==> src/rtl/req_onehot_arbiter.sv <==
// Request synchroniser, edge capture and one-hot arbiter
// feeding the 4-to-2 encoder stage over valid/ready.
module req_onehot_arbiter #(
  parameter int SYNC_STAGES = 2,
  parameter bit RR_EN       = 1'b1
) (
  input  logic       clk,
  input  logic       rst_n,
  input  logic [3:0] req_in,
  input  logic       clr_ovf,
  input  logic       ready_in,
  output logic [3:0] onehot_out,
  output logic       valid_out,
  output logic [3:0] pending_out,
  output logic       ovf
);

  logic [3:0] sync_q [SYNC_STAGES];
  logic [3:0] s;
  logic [3:0] p_q;
  logic [3:0] e;
  logic [3:0] pend_q;
  logic [3:0] pend_d;
  logic [3:0] ld;
  logic [1:0] ptr_q;
  logic [1:0] win;
  logic [1:0] idx;
  logic       found;
  logic       free;
  logic       load;
  logic       ovf_set;

  assign s           = sync_q[SYNC_STAGES-1];
  assign e           = s & ~p_q;
  assign free        = !valid_out || ready_in;
  assign load        = free && (pend_q != 4'b0000);
  assign pending_out = pend_q;

  always_comb begin
    win   = 2'd0;
    idx   = 2'd0;
    found = 1'b0;
    if (RR_EN) begin
      for (int k = 0; k < 4; k++) begin
        idx = ptr_q + 2'(k);
        if (!found && pend_q[idx]) begin
          win   = idx;
          found = 1'b1;
        end
      end
    end else begin
      for (int k = 0; k < 4; k++)
        if (pend_q[k]) win = 2'(k);
    end
  end

  // A bit being granted this edge may simultaneously re-arm from a new edge.
  assign ld      = load ? (4'b0001 << win) : 4'b0000;
  assign pend_d  = (pend_q & ~ld) | e;
  assign ovf_set = |(e & pend_q & ~ld);

  always_ff @(posedge clk) begin
    if (!rst_n) begin
      for (int i = 0; i < SYNC_STAGES; i++)
        sync_q[i] <= 4'b0000;
      p_q        <= 4'b0000;
      pend_q     <= 4'b0000;
      onehot_out <= 4'b0000;
      valid_out  <= 1'b0;
      ovf        <= 1'b0;
      ptr_q      <= 2'd0;
    end else begin
      sync_q[0] <= req_in;
      for (int i = 1; i < SYNC_STAGES; i++)
        sync_q[i] <= sync_q[i-1];
      p_q    <= s;
      pend_q <= pend_d;
      if (free) begin
        onehot_out <= ld;
        valid_out  <= load;
      end
      if (load && RR_EN)
        ptr_q <= win + 2'd1;
      if (ovf_set)
        ovf <= 1'b1;
      else if (clr_ovf)
        ovf <= 1'b0;
    end
  end

endmodule

==> config.mk <==
export PLATFORM = sky130hd
export DESIGN_NAME = req_onehot_arbiter
export DESIGN_NICKNAME = d
export VERILOG_FILES = /design/src/rtl/req_onehot_arbiter.sv
export SDC_FILE = /design/constraint.sdc
export NUM_CORES = 1
export LEC_CHECK = 0
export BUFFER_PORTS_ARGS = -buffer_cell sky130_fd_sc_hd__buf_2
export CORE_ASPECT_RATIO = 1.75
export CORE_MARGIN = 2
export CORE_UTILIZATION = 40
export DETAILED_ROUTE_END_ITERATION = 6
export PLACE_DENSITY = 0.7
export SETUP_SLACK_MARGIN = 0.15
export SYNTH_ARGS = -nofsm -noshare
export SYNTH_HDL_FRONTEND = slang
export SYNTH_SLANG_ARGS = --single-unit
==> constraint.sdc <==
create_clock -name clk -period 1.57 [get_ports clk]
set_clock_uncertainty 0.1 [all_clocks]
set_input_delay 0.314 -clock clk [delete_from_list [all_inputs] [get_ports clk]]
set_output_delay 0.314 -clock clk [all_outputs]
set_load 0.01 [all_outputs]
==> results.py <==
metrics = {
    "detailed_routing": {
        "vias": 846,
        "drtIter0Drc": 22,
        "firstDrtPassIters": 4,
        "wl_um": 2220,
        "vias_per_cell": 5.22,
        "ant_nets": 0,
        "drc": 0,
        "wl_per_cell_um": 13.7,
    },
    "finish": {
        "fin_nets": 146,
        "synthToLayoutAreaGrowth_pct": 36.6,
        "antenna_cells": 0,
        "final-instance-count-excl-fill": 162,
        "drive_gt1_frac": 0.394,
    },
    "synth": {
        "syn_area_um2": 991,
        "ys_seq_area_frac": 0.485,
        "synth.distinct_cells": 33,
        "synth.most_common_cell": "dfxtp_1",
        "yosysTopAreaCell": "dfxtp_1",
        "yosys-top-cells-count": "24 x dfxtp_1, 15 x and2_1, 7 x nand2b_1",
        "syn_inst": 107,
        "yosysTopAreaCellShare": 0.485,
        "synth_seq_cells": 24,
        "syn_area_per_cell_um2": 9.26,
        "synth_edf_count": 0,
        "async_reset_ff_frac": 0,
        "synth_area_leaders": "dfxtp_1 48%, and2_1 9.5%, nand2b_1 4.4%",
        "ys.flop_type": "dfxtp_1",
        "yosysWarnings": 0,
        "synth_fp_nets": 115,
    },
    "floorplan": {
        "die_w_um": 41.6,
        "die_height_um": 69.8,
        "coreArea_um2": 2330,
        "ios": 18,
        "die-area_um2": 2910,
        "initial_core_util": 0.425,
        "rows": 23,
    },
    "sta": {
        "setup_viol": 3,
        "fmax_mhz": 610,
        "worst_slack_ns": -0.0694,
        "worst_pin_slew_ns": 0.322,
        "relSlewSlack": 0.784,
        "fin_crit_sh": 1.04,
        "fin_crit_ns": 1.64,
        "drv_slew": 0,
        "finalHoldViolCount": 0,
        "rsz0062_at_grt": "yes",
    },
    "place": {
        "gp_congestion": 0.827,
        "dp.cells": 158,
        "dp_hpwl_um": 1580,
        "dp_slack_ns": -0.153,
        "place.port_buffers": 17,
    },
    "power": {
        "ir_drop_v": 0.000679,
        "powerDensity_nw_per_um2": 1080,
        "p_leak_nw": 0.560,
    },
    "critical_path": {
        "critPathLaunchType": "register",
        "cp_max_fo": 5,
        "reg2reg_from": "ptr_q[0]",
        "cpMaxStageDelayCell": "dfxtp_2",
        "rr_worst_depth": 6,
        "startpoint": "ptr_q[0]",
        "crit_chain": "and2b_1 > a311oi_4 > buf_4 > nor3_1 > nor3b_1 > o22ai_1",
        "crit_required_ns": 1.62,
        "regToRegSetupSlack_ns": -0.07,
        "arrival_ns": 1.69,
        "cp_num_buf_inv": 1,
        "worstSetupPathType": "reg -> reg",
        "max_stage_delay_ns": 0.34,
        "rr_endpoint": "ovf",
        "cp_top_family": "simple AND/OR/NAND/NOR gates",
        "end_kind": "register",
    },
    "grt": {
        "antenna_found_initial": 0,
        "first_global_vias": 844,
        "overflow": 0,
        "track_usage": 0.163,
        "grt_max_degree": 26,
        "grt_pass1_wl_um": 3690,
    },
    "worst_hold_path": {
        "min_path_type": "in -> reg",
        "hp-start": "req_in[0]",
        "holdPathEnd": "sync_q[0][0]",
        "min_path_cells": 2,
    },
    "clock_network": {
        "htree_levels": 1,
        "tritoncts": "built",
        "cts_hold_buffers": 0,
        "cts-root-buf": "clkbuf_8",
        "ctsLongestPathBuffers": 2,
        "path_clk_slew_ns": 0.08,
        "clock_sinks": 24,
        "cts_made_buffers": 3,
        "insertion_delay_ns": 0.26,
    },
    "job": {
        "max_cap_violations": 0,
    },
    "status": {
        "violations": "negative setup slack",
        "status": "finished, violations left",
    },
}
-- metrics by stage --
| step | total power, W | hold slack [ns] | utilization | setup TNS [ns] | area (um^2) |
|---|---|---|---|---|---|
| 2_1_floorplan | 0.000819 | 0.312 | - | 0 | 1000 |
| 3_3_place_gp | 0.000894 | 0.314 | 0.511 | -0.216 | 1190 |
| 3_5_place_dp | 0.000902 | 0.321 | 0.511 | -0.862 | 1190 |
| 4_1_cts | 0.00145 | 0.149 | 0.563 | -0.0827 | 1310 |
| 5_1_grt | 0.00153 | 0.147 | 0.581 | -0.510 | 1350 |
| 6_report | 0.00147 | 0.150 | 0.581 | -0.0934 | 1350 |
-- layout by cell type (no fill, tap or decap), drive strengths merged, types with 2 or more instances in the layout --
| master | synthesis | layout |
|---|---|---|
| a21boi | 5 | 5 |
| a21oi | 4 | 4 |
| and2 | 15 | 15 |
| buf | 1 | 30 |
| clkbuf | 3 | 3 |
| dfxtp | 24 | 24 |
| inv | 3 | 3 |
| nand2 | 5 | 5 |
| nand2b | 7 | 7 |
| nor2 | 6 | 6 |
| nor2b | 3 | 3 |
| nor3 | 2 | 2 |
| o21ai | 8 | 8 |
| o22ai | 2 | 2 |
| o31ai | 3 | 3 |
| or3 | 2 | 2 |
-- worst reg2reg max path, stage by stage (launching register included) --
cell,delay [ns]
dfxtp_2,0.34
and2b_1,0.21
a311oi_4,0.30
buf_4,0.18
nor3_1,0.05
nor3b_1,0.22
o22ai_1,0.12
-- how the worst max path moves through the flow --
stage	to	depth (start not counted)	slack, ns
3_3_place_gp	pending_out[1]	5	-0.06
5_1_grt	ovf	5	-0.15
2_1_floorplan	pending_out[1]	6	0.009
3_5_place_dp	pending_out[1]	5	-0.15
4_1_cts	ovf	6	-0.05
6_report	ovf	6	-0.07
-- repair_timing --
action | in CTS | in global routing
setup buffers | 0 | 0
resized for setup | 14 | 8
pin swaps | 8 | 5
endpoints found under the setup margin | 11 | 11
-- cell families after synthesis --
group / count (synthesis) / synth area share
DFF: 24 / 0.485
AOI/OAI and AO/OA: 28 / 0.188
and+or+nand+nor: 46 / 0.274
muxes: 1 / 0.0101
xor gates and xnor gates: 1 / 0.00884
buffers and inverters: 7 / 0.0341
-- registers in the layout, summed over array words and instances, names as in the netlist --
name         cells
pending_out      4
valid_out        1
p_q              4
sync_q           8
onehot_out       4
ovf              1
ptr_q            2
-- layer usage --
metal | wire length (um) | track usage | vias to the layer above | share of wire
met3 | 63 | 0.0234 | 8 | 0.028
li1 | - | - | 426 | -
met2 | 1180 | 0.281 | 27 | 0.53
met4 | 81 | 0.115 | 0 | 0.037
met5 | 0 | 0 | - | 0
met1 | 889 | 0.174 | 385 | 0.40
-- where the power goes --
part           leakage [nW]  internal [W]  total, W  switching (W)
combinational         0.324      0.000130  0.000260       0.000130
sequential            0.200      0.000648  0.000675      0.0000269
clock                0.0357      0.000341  0.000532       0.000191
total                 0.560       0.00112   0.00147       0.000348
-- cell type report --
cell class,instances,area [um^2]
tap,25,31.3
clock buffer,3,41.3
fill,201,977
sequential,24,490
inverter,3,11.3
timing repair buffer,30,186
clock inverter,1,30.0
multi-input combinational,76,563
Power figures use the tool's default switching activity.
